### src/rtl/neuron_feed_sequencer_if.sv
// neuron_feed_sequencer_if: memory-read and product-stream signals of the feed sequencer.
// master = sequencer side, slave = memories/accumulator/controller side.
interface neuron_feed_sequencer_if #(
    parameter int AW = 8,
    parameter int NW = 2
);
    logic                 start;
    logic [AW-1:0]        in_addr;
    logic [AW-1:0]        w_addr;
    logic                 rd_en;
    logic signed [15:0]   in_data;
    logic signed [15:0]   w_data;
    logic [15:0]          partial_sum;
    logic                 add_done;
    logic                 neuron_done;
    logic [NW-1:0]        neuron_idx;
    logic                 busy;
    logic                 layer_done;
    modport master (
        input  start, in_data, w_data,
        output in_addr, w_addr, rd_en, partial_sum, add_done,
               neuron_done, neuron_idx, busy, layer_done
    );
    modport slave (
        output start, in_data, w_data,
        input  in_addr, w_addr, rd_en, partial_sum, add_done,
               neuron_done, neuron_idx, busy, layer_done
    );
endinterface

### src/rtl/neuron_feed_sequencer.sv
// neuron_feed_sequencer: streams activation/weight pairs per neuron and emits saturated Q-format products.
// Optional ROUND_EN macro switches the product shift from floor truncation to round-half-up.
module neuron_feed_sequencer #(
    parameter int N_INPUTS  = 16,
    parameter int N_NEURONS = 4,
    parameter int FRAC      = 8,
    parameter int AW        = 8,
    parameter int NW        = (N_NEURONS > 1) ? $clog2(N_NEURONS) : 1
) (
    input logic                      clk,
    input logic                      reset,
    neuron_feed_sequencer_if.master  bus
);
    typedef enum logic [2:0] {IDLE, STREAM, DRAIN1, DRAIN2, FINISH} state_t;

    state_t             state_q, state_d;
    logic [AW-1:0]      i_q, i_d, w_q, w_d;
    logic [NW-1:0]      n_q, n_d;
    logic               v_q, v_d, add_q, add_d;
    logic [15:0]        ps_q, ps_d;
    logic               last_i, last_n;
    logic signed [31:0] prod, shifted;
    logic [15:0]        sat;

    assign last_i = i_q == AW'(N_INPUTS - 1);
    assign last_n = n_q == NW'(N_NEURONS - 1);

    // Counters are only rewritten when entering or advancing STREAM, so addresses hold while rd_en is low.
    always_comb begin
        state_d = state_q;
        i_d     = i_q;
        w_d     = w_q;
        n_d     = n_q;
        case (state_q)
            IDLE: if (bus.start) begin
                state_d = STREAM;
                i_d     = '0;
                w_d     = '0;
                n_d     = '0;
            end
            STREAM: if (last_i) state_d = DRAIN1;
                    else begin
                        i_d = i_q + 1'b1;
                        w_d = w_q + 1'b1;
                    end
            DRAIN1: state_d = DRAIN2;
            DRAIN2: state_d = FINISH;
            FINISH: begin
                state_d = last_n ? IDLE : STREAM;
                n_d     = last_n ? '0 : n_q + 1'b1;
                i_d     = last_n ? i_q : '0;
                w_d     = last_n ? w_q : w_q + 1'b1;
            end
            default: state_d = IDLE;
        endcase
    end

    assign prod = bus.in_data * bus.w_data;
`ifdef ROUND_EN
    assign shifted = (prod + (32'sd1 <<< (FRAC - 1))) >>> FRAC;
`else
    assign shifted = prod >>> FRAC;
`endif
    assign sat = shifted > 32'sd32767  ? 16'h7FFF :
                 shifted < -32'sd32768 ? 16'h8000 : shifted[15:0];

    always_comb begin
        v_d   = state_q == STREAM;
        add_d = v_q;
        ps_d  = v_q ? sat : ps_q;
    end

    always_ff @(posedge clk) begin
        if (!reset) begin
            state_q <= IDLE;
            i_q     <= '0;
            w_q     <= '0;
            n_q     <= '0;
            v_q     <= 1'b0;
            add_q   <= 1'b0;
            ps_q    <= '0;
        end else begin
            state_q <= state_d;
            i_q     <= i_d;
            w_q     <= w_d;
            n_q     <= n_d;
            v_q     <= v_d;
            add_q   <= add_d;
            ps_q    <= ps_d;
        end
    end

    assign bus.rd_en       = state_q == STREAM;
    assign bus.in_addr     = i_q;
    assign bus.w_addr      = w_q;
    assign bus.busy        = state_q != IDLE;
    assign bus.neuron_done = state_q == FINISH;
    assign bus.layer_done  = state_q == FINISH && last_n;
    assign bus.neuron_idx  = n_q;
    assign bus.partial_sum = ps_q;
    assign bus.add_done    = add_q;
endmodule

### src/flat_wrapper.sv
// flat-port wrapper written by rule: the top's interface ports become plain ports
module neuron_feed_sequencer_flat 
#(
    parameter int N_INPUTS  = 16,
    parameter int N_NEURONS = 4,
    parameter int FRAC      = 8,
    parameter int AW        = 8,
    parameter int NW        = (N_NEURONS > 1) ? $clog2(N_NEURONS) : 1
)
  (clk, reset, bus_start, bus_in_data, bus_w_data, bus_in_addr, bus_w_addr, bus_rd_en, bus_partial_sum, bus_add_done, bus_neuron_done, bus_neuron_idx, bus_busy, bus_layer_done);
  neuron_feed_sequencer_if #(.AW(AW), .NW(NW)) bus_i ();
  input logic clk;
  input logic reset;
  input wire logic [$bits(bus_i.start)-1:0] bus_start;
  input wire logic [$bits(bus_i.in_data)-1:0] bus_in_data;
  input wire logic [$bits(bus_i.w_data)-1:0] bus_w_data;
  output wire logic [$bits(bus_i.in_addr)-1:0] bus_in_addr;
  output wire logic [$bits(bus_i.w_addr)-1:0] bus_w_addr;
  output wire logic [$bits(bus_i.rd_en)-1:0] bus_rd_en;
  output wire logic [$bits(bus_i.partial_sum)-1:0] bus_partial_sum;
  output wire logic [$bits(bus_i.add_done)-1:0] bus_add_done;
  output wire logic [$bits(bus_i.neuron_done)-1:0] bus_neuron_done;
  output wire logic [$bits(bus_i.neuron_idx)-1:0] bus_neuron_idx;
  output wire logic [$bits(bus_i.busy)-1:0] bus_busy;
  output wire logic [$bits(bus_i.layer_done)-1:0] bus_layer_done;
  assign bus_i.start = bus_start;
  assign bus_i.in_data = bus_in_data;
  assign bus_i.w_data = bus_w_data;
  assign bus_in_addr = bus_i.in_addr;
  assign bus_w_addr = bus_i.w_addr;
  assign bus_rd_en = bus_i.rd_en;
  assign bus_partial_sum = bus_i.partial_sum;
  assign bus_add_done = bus_i.add_done;
  assign bus_neuron_done = bus_i.neuron_done;
  assign bus_neuron_idx = bus_i.neuron_idx;
  assign bus_busy = bus_i.busy;
  assign bus_layer_done = bus_i.layer_done;
  neuron_feed_sequencer #(.N_INPUTS(N_INPUTS), .N_NEURONS(N_NEURONS), .FRAC(FRAC), .AW(AW), .NW(NW)) u_core (.clk(clk), .reset(reset), .bus(bus_i));
endmodule
### config.mk
export PLATFORM = sky130hd
export DESIGN_NAME = neuron_feed_sequencer_flat
export DESIGN_NICKNAME = d
export VERILOG_FILES = /design/src/rtl/neuron_feed_sequencer_if.sv /design/src/rtl/neuron_feed_sequencer.sv /design/src/flat_wrapper.sv
export SDC_FILE = /design/constraint.sdc
export NUM_CORES = 1
export LEC_CHECK = 0
export ABC_AREA = 1
export CORE_ASPECT_RATIO = 1.25
export CORE_MARGIN = 5
export CORE_UTILIZATION = 59
export DETAILED_ROUTE_END_ITERATION = 16
export GPL_ROUTABILITY_DRIVEN = 0
export PLACE_DENSITY = 0.85
export RECOVER_POWER = 100
export SLEW_MARGIN = 20
export SYNTH_ARGS = -nofsm -noshare
export SYNTH_HDL_FRONTEND = slang
export SYNTH_SLANG_ARGS = --single-unit
export TNS_END_PERCENT = 5
### constraint.sdc
create_clock -name clk -period 8.1 [get_ports clk]
set_input_delay 1.62 -clock clk [delete_from_list [all_inputs] [get_ports clk]]
set_output_delay 1.62 -clock clk [all_outputs]
set_load 0.01 [all_outputs]
==> metrics.cfg, run 1 <==
[logic_synthesis]
synth_top_area_share=0.423
yosysSeqAreaShare=0.0632
synth_area_leaders=fa_1, inv_1, nand2_1, ha_1, dfxtp_1
synth-main-ff-cell=dfxtp_1
synth_common_cells=inv_1, nand2_1, fa_1
ys_warn_count=0
syn_inst=1652
syn-cell-area_mm2=0.0124
syn_nets=2030
synth.most_common_cell=inv_1
ys_seq_elements=39
ys_types=37
synth_edf_count=0
synthArstFlopShare=0
syn_avg_cell_area_um2=7.48
synth_top_area_cell=fa_1

[floorplanning]
dieWidth_um=139
core-area_mm2=0.0207
num_rows=59
dieArea_mm2=0.0240
ios=74
die_y_um=172
start_util=0.596

[placement]
dp_hpwl_um=26300
io_buffers=73
pre_cts_slack_ps=-26.9

[routing]
drt_iter0_drc=635
dr.pass1.iters=6
wl_per_cell_um=15.2
drc=0
drt_wl_total_um=30300
ant_nets=0
vias=10400
viasPerCell=5.22

[timing]
slew_headroom=0.394
setup_viol=0
clock.fmax_mhz=127
rsz0062_at_grt=false
maxSlewViolCount=0
hold_violations=0
finClkSkew_ps=8.52
finalCritPeriodShare=0.969
tightest_slew_ps=909
setup_slack_ps=248
post-route-min-period_ps=7850

[finish]
drive_gt1_frac=0.0563
area_growth_syn_to_layout_pct=11.5
final_util=0.664
nets=2099

[grt]
grt_overflow=0
grt_max_degree=25
grt_pass1_vias=11500
grt_pass1_wl_um=51900
track_usage=0.265
antenna_found_initial=1

[setup_path]
cpMostUsedCell=nand2_1
cp.required_ps=8310
cp_slowest_stage_delay_ps=570
cp_top_family=adder cells
slowest_stage=fa_1
path_buf_inv=7
cp-end-kind=flop
cp_max_fo=15
start_kind=primary input
criticalPathCategory=primary input to flop
cp.arrival_ps=8060

[outcome]
outcome=finished clean

[cts]
clk_pin_slew_worst_paths_ps=60
post-cts-setup-buffers=0
cts_buffers=5
cts_root_buf=clkbuf_16
htree_levels=2
cts_tree=built
clk_latency_ps=280
hold_buffers=0
clockBufferDepth=2
clock-sinks=39

[min_path]
hp-class=flop to flop

[flow_run]
maxCapViolCount=0

==> final timing paths <==
check	from	to	slack, ps	depth (start not counted)
worst min-delay path	u_core.bus.neuron_idx[1]	u_core.bus.neuron_idx[1]	490	2
worst max register to register	u_core.state_q[2]	u_core.bus.w_addr[7]	5840	12
worst max-delay path	bus_w_data[4]	u_core.bus.partial_sum[5]	250	29
worst min register to register	u_core.bus.neuron_idx[1]	u_core.bus.neuron_idx[1]	490	2
==> flip-flops by register name (all words and copies together) (netlist names) <==
name,flops
u_core.add_d,1
u_core.bus.add_done,1
u_core.bus.in_addr,8
u_core.bus.neuron_idx,2
u_core.bus.partial_sum,16
u_core.bus.w_addr,8
u_core.state_q,3
==> cells in the final DEF, fill, tap and decap left out, drive strengths merged <==
cell	count
inv	519
nand2	440
fa	261
ha	82
nor2	59
buf	49
a21oi	49
dlygate4sd3	41
dfxtp	39
nand3	34
o21ai	32
xor2	18
clkdlybuf4s50	18
nor3	14
dlymetal6s2s	14
xnor2	9
nand4	8
clkbuf	7
or2	5
o21bai	4
nor3b	3
a21boi	2
and3	2
nor4	2
o22ai	2
a221oi	2
a211oi	2
diode	1
and2	1
a31oi	1
o211ai	1
bufinv	1
clkinv	1
==> area by class of cell <==
| class | count | area, µm² |
|---|---|---|
| tap | 274 | 343 |
| inverter | 519 | 1950 |
| antenna | 1 | 2.50 |
| clock inverter | 2 | 35.0 |
| fill | 1624 | 6970 |
| sequential | 39 | 781 |
| timing repair buffer | 123 | 1170 |
| multi-input combinational | 1033 | 9360 |
| clock buffer | 6 | 139 |
==> kinds of logic after synthesis <==
| group | count (synthesis) | share of synthesized area |
|---|---|---|
| compound gates | 95 | 0.0455 |
| buf+inv | 580 | 0.178 |
| flops | 39 | 0.0632 |
| simple gates | 568 | 0.188 |
| xor+xnor | 27 | 0.0191 |
| fa+ha+maj | 343 | 0.506 |
==> through the flow <==
stage               hold WS [ps]  setup TNS [ps]  instance area, µm²  cells
floorplan                    460               0               12400   1652
global placement             463               0               13600   1988
detailed placement           483           -66.7               13600   1988
CTS                          494               0               13800   1996
global route                 525               0               13800   1997
finish                       492               0               13800   1997
==> worst min-delay path: stages, from the launching register on <==
cell,delay (ps)
dfxtp_1,330
nand2_1,70
a21oi_1,50
==> what timing repair did <==
action / in CTS / in global routing
hold endpoints to repair: 0 / 0
endpoints found under the setup margin: 0 / 15
gates resized for setup: 0 / 14
==> per-layer routing <==
metal | vias to the layer above | part of all wire | routed length [µm] | global-route usage
met5 | - | 0 | 0 | 0
met1 | 5072 | 0.35 | 10500 | 0.289
met3 | 140 | 0.047 | 1430 | 0.0236
met4 | 0 | 0.062 | 1890 | 0.145
met2 | 402 | 0.54 | 16500 | 0.508
li1 | 4808 | - | - | -
Power of run 1 is left out: the tool's default activity adds up to more than one toggle a clock period on the data nets, which glitch-free logic cannot reach.
==> run 2: changes to the inputs <==
Settings changed: CORE_MARGIN 5 to default.
==> metrics.cfg, run 2 (synthesis results as in run 1) <==
[routing]
wl_met3_um=1530  ; +7.3%
viasPerCell=5.24  ; +0.33%
drt_iter0_drc=744  ; +17%
top_layer=met4
ant_nets=0  ; unchanged
vias=10400  ; +0.029%
dr.pass1.iters=5  ; -1
wl_per_cell_um=15.1  ; -0.49%
drc=0  ; unchanged
met1_length_um=10300  ; -1.5%
wl_met2_um=16200  ; -1.9%
drt_wl_total_um=30000  ; -0.79%

[cts]
cts_tree=built
clock-sinks=39  ; unchanged
post_cts_resized=0  ; unchanged
htree_levels=2  ; unchanged
clockBufferDepth=2  ; unchanged
cts_buffers=5  ; unchanged
hold_buffers=0  ; unchanged
clk_latency_ps=280  ; about the same
clk_pin_slew_worst_paths_ps=50  ; about the same
post-cts-setup-buffers=0  ; unchanged
cts_root_buf=clkbuf_16

[finish]
largest_reg_flops=16  ; unchanged
multiInputGateArea_mm2=0.00934  ; -0.15%
final_common_cell=inv_1
drive_gt1_frac=0.0546  ; -0.00171
diodes=0  ; -1
nets=2099  ; unchanged
area_growth_syn_to_layout_pct=11.0
nFillCells=1597  ; -1.7%
ff_latch_area_um2=781  ; unchanged
mostFrequentLayoutCells=inv_1, nand2_1, fa_1

[floorplanning]
core-area_mm2=0.0203  ; -2.0%
dieArea_mm2=0.0215  ; -10%
dieWidth_um=131  ; -5.7%
ios=74  ; unchanged
num_rows=58  ; -1.7%
start_util=0.608  ; +0.0124
die_y_um=164  ; -4.7%

[timing]
finClkSkew_ps=6.22  ; -2.30 ps
fin_tns_setup_ps=0  ; unchanged
setup_viol=0  ; unchanged
maxSlewViolCount=0  ; unchanged
tightest_slew_ps=709  ; -200 ps
setup_slack_ps=343  ; +95.5 ps
slew_headroom=0.526  ; +0.132
finalCritPeriodShare=0.958  ; -0.0118
hold_violations=0  ; unchanged
rsz0062_at_grt=false
post-route-min-period_ps=7760  ; -95.5 ps
clock.fmax_mhz=129  ; +1.2%

[placement]
pre_cts_slack_ps=-13.2  ; +13.7 ps
io_buffers=73  ; unchanged
dp_hpwl_um=26100  ; -0.56%

[grt]
grt_max_degree=25  ; unchanged
grt_pass1_vias=11200  ; -2.2%
grt_pass1_wl_um=51400  ; -0.97%
track_usage=0.302  ; +0.0367
antenna_found_initial=0  ; -1
grt_overflow=0  ; unchanged

[setup_path]
timing.reg2reg.setup_slack_ps=5770  ; -70 ps
cp.arrival_ps=7960  ; -100 ps
cp.required_ps=8310  ; about the same
cp-end-kind=flop
start_kind=primary input
cp_max_fo=15  ; unchanged
criticalPathCategory=primary input to flop

[flow_run]
maxCapViolCount=0  ; unchanged

[min_path]
hp-class=flop to flop

[outcome]
outcome=finished clean

## run 2: changes by cell type in the layout (fill, tap and decap cells not counted), moves of 4 or more
cell             change
a21oi_1              +5
a21oi_2              -5
clkdlybuf4s50_1      +4
dlymetal6s2s_1       -4
## run 2: worst paths after layout
check,endpoint,depth (start not counted),start
worst max-delay path,u_core.bus.partial_sum[0],25,bus_w_data[3]
worst min-delay path,u_core.bus.partial_sum[15],2,u_core.bus.partial_sum[15]
worst max register to register,u_core.bus.w_addr[7],11,u_core.state_q[0]
worst min register to register,u_core.bus.partial_sum[15],2,u_core.bus.partial_sum[15]
## run 2: stage by stage
stage / util / cells / hold slack (ps) / instance area [µm²]
2_1_floorplan: - / 1652 / 460 / 12400
3_3_place_gp: 0.668 / 1984 / 461 / 13600
3_5_place_dp: 0.668 / 1984 / 458 / 13600
4_1_cts: 0.675 / 1991 / 466 / 13700
5_1_grt: 0.675 / 1991 / 489 / 13700
6_report: 0.675 / 1991 / 460 / 13700
## run 2: per-layer routing
metal,global-route usage,up-vias
li1,-,4799
met1,0.322,5042
met2,0.580,426
met3,0.0336,158
met4,0.169,0
met5,0,-
## run 2: cell type report
class / count / area share
Clock buffer: 6 / 0.0101
Clock inverter: 1 / 0.000365
Inverter: 519 / 0.142
Multi-Input combinational cell: 1033 / 0.681
Sequential cell: 39 / 0.0569
Tap cell: 270 / 0.0246
Timing Repair Buffer: 123 / 0.0846
## run 2: critical path, cell delays in order
cell and delay, ps:
clkdlybuf4s50_1 700, nand2_1 130, fa_1 500, inv_1 150, fa_2 630, buf_4 190, fa_1 450, fa_1 500
fa_1 490, inv_1 50, fa_1 470, inv_1 40, ha_1 350, nand2_2 130, inv_1 60, a21oi_1 220
a21boi_0 270, nand4_1 150, nand2_1 100, nand2_1 50, nor2_1 80, nand4_1 150, nand2_4 220, nand2_1 110
a21oi_2 140
Power of run 2 is left out for the same reason.
==> run 3: changes to the inputs <==
Settings changed: CAP_MARGIN from default to 20.
==> results of run 3 <==
Same layout as run 2: the final DEF is identical, and so are final timing and power.
Power of run 3 is left out for the same reason.
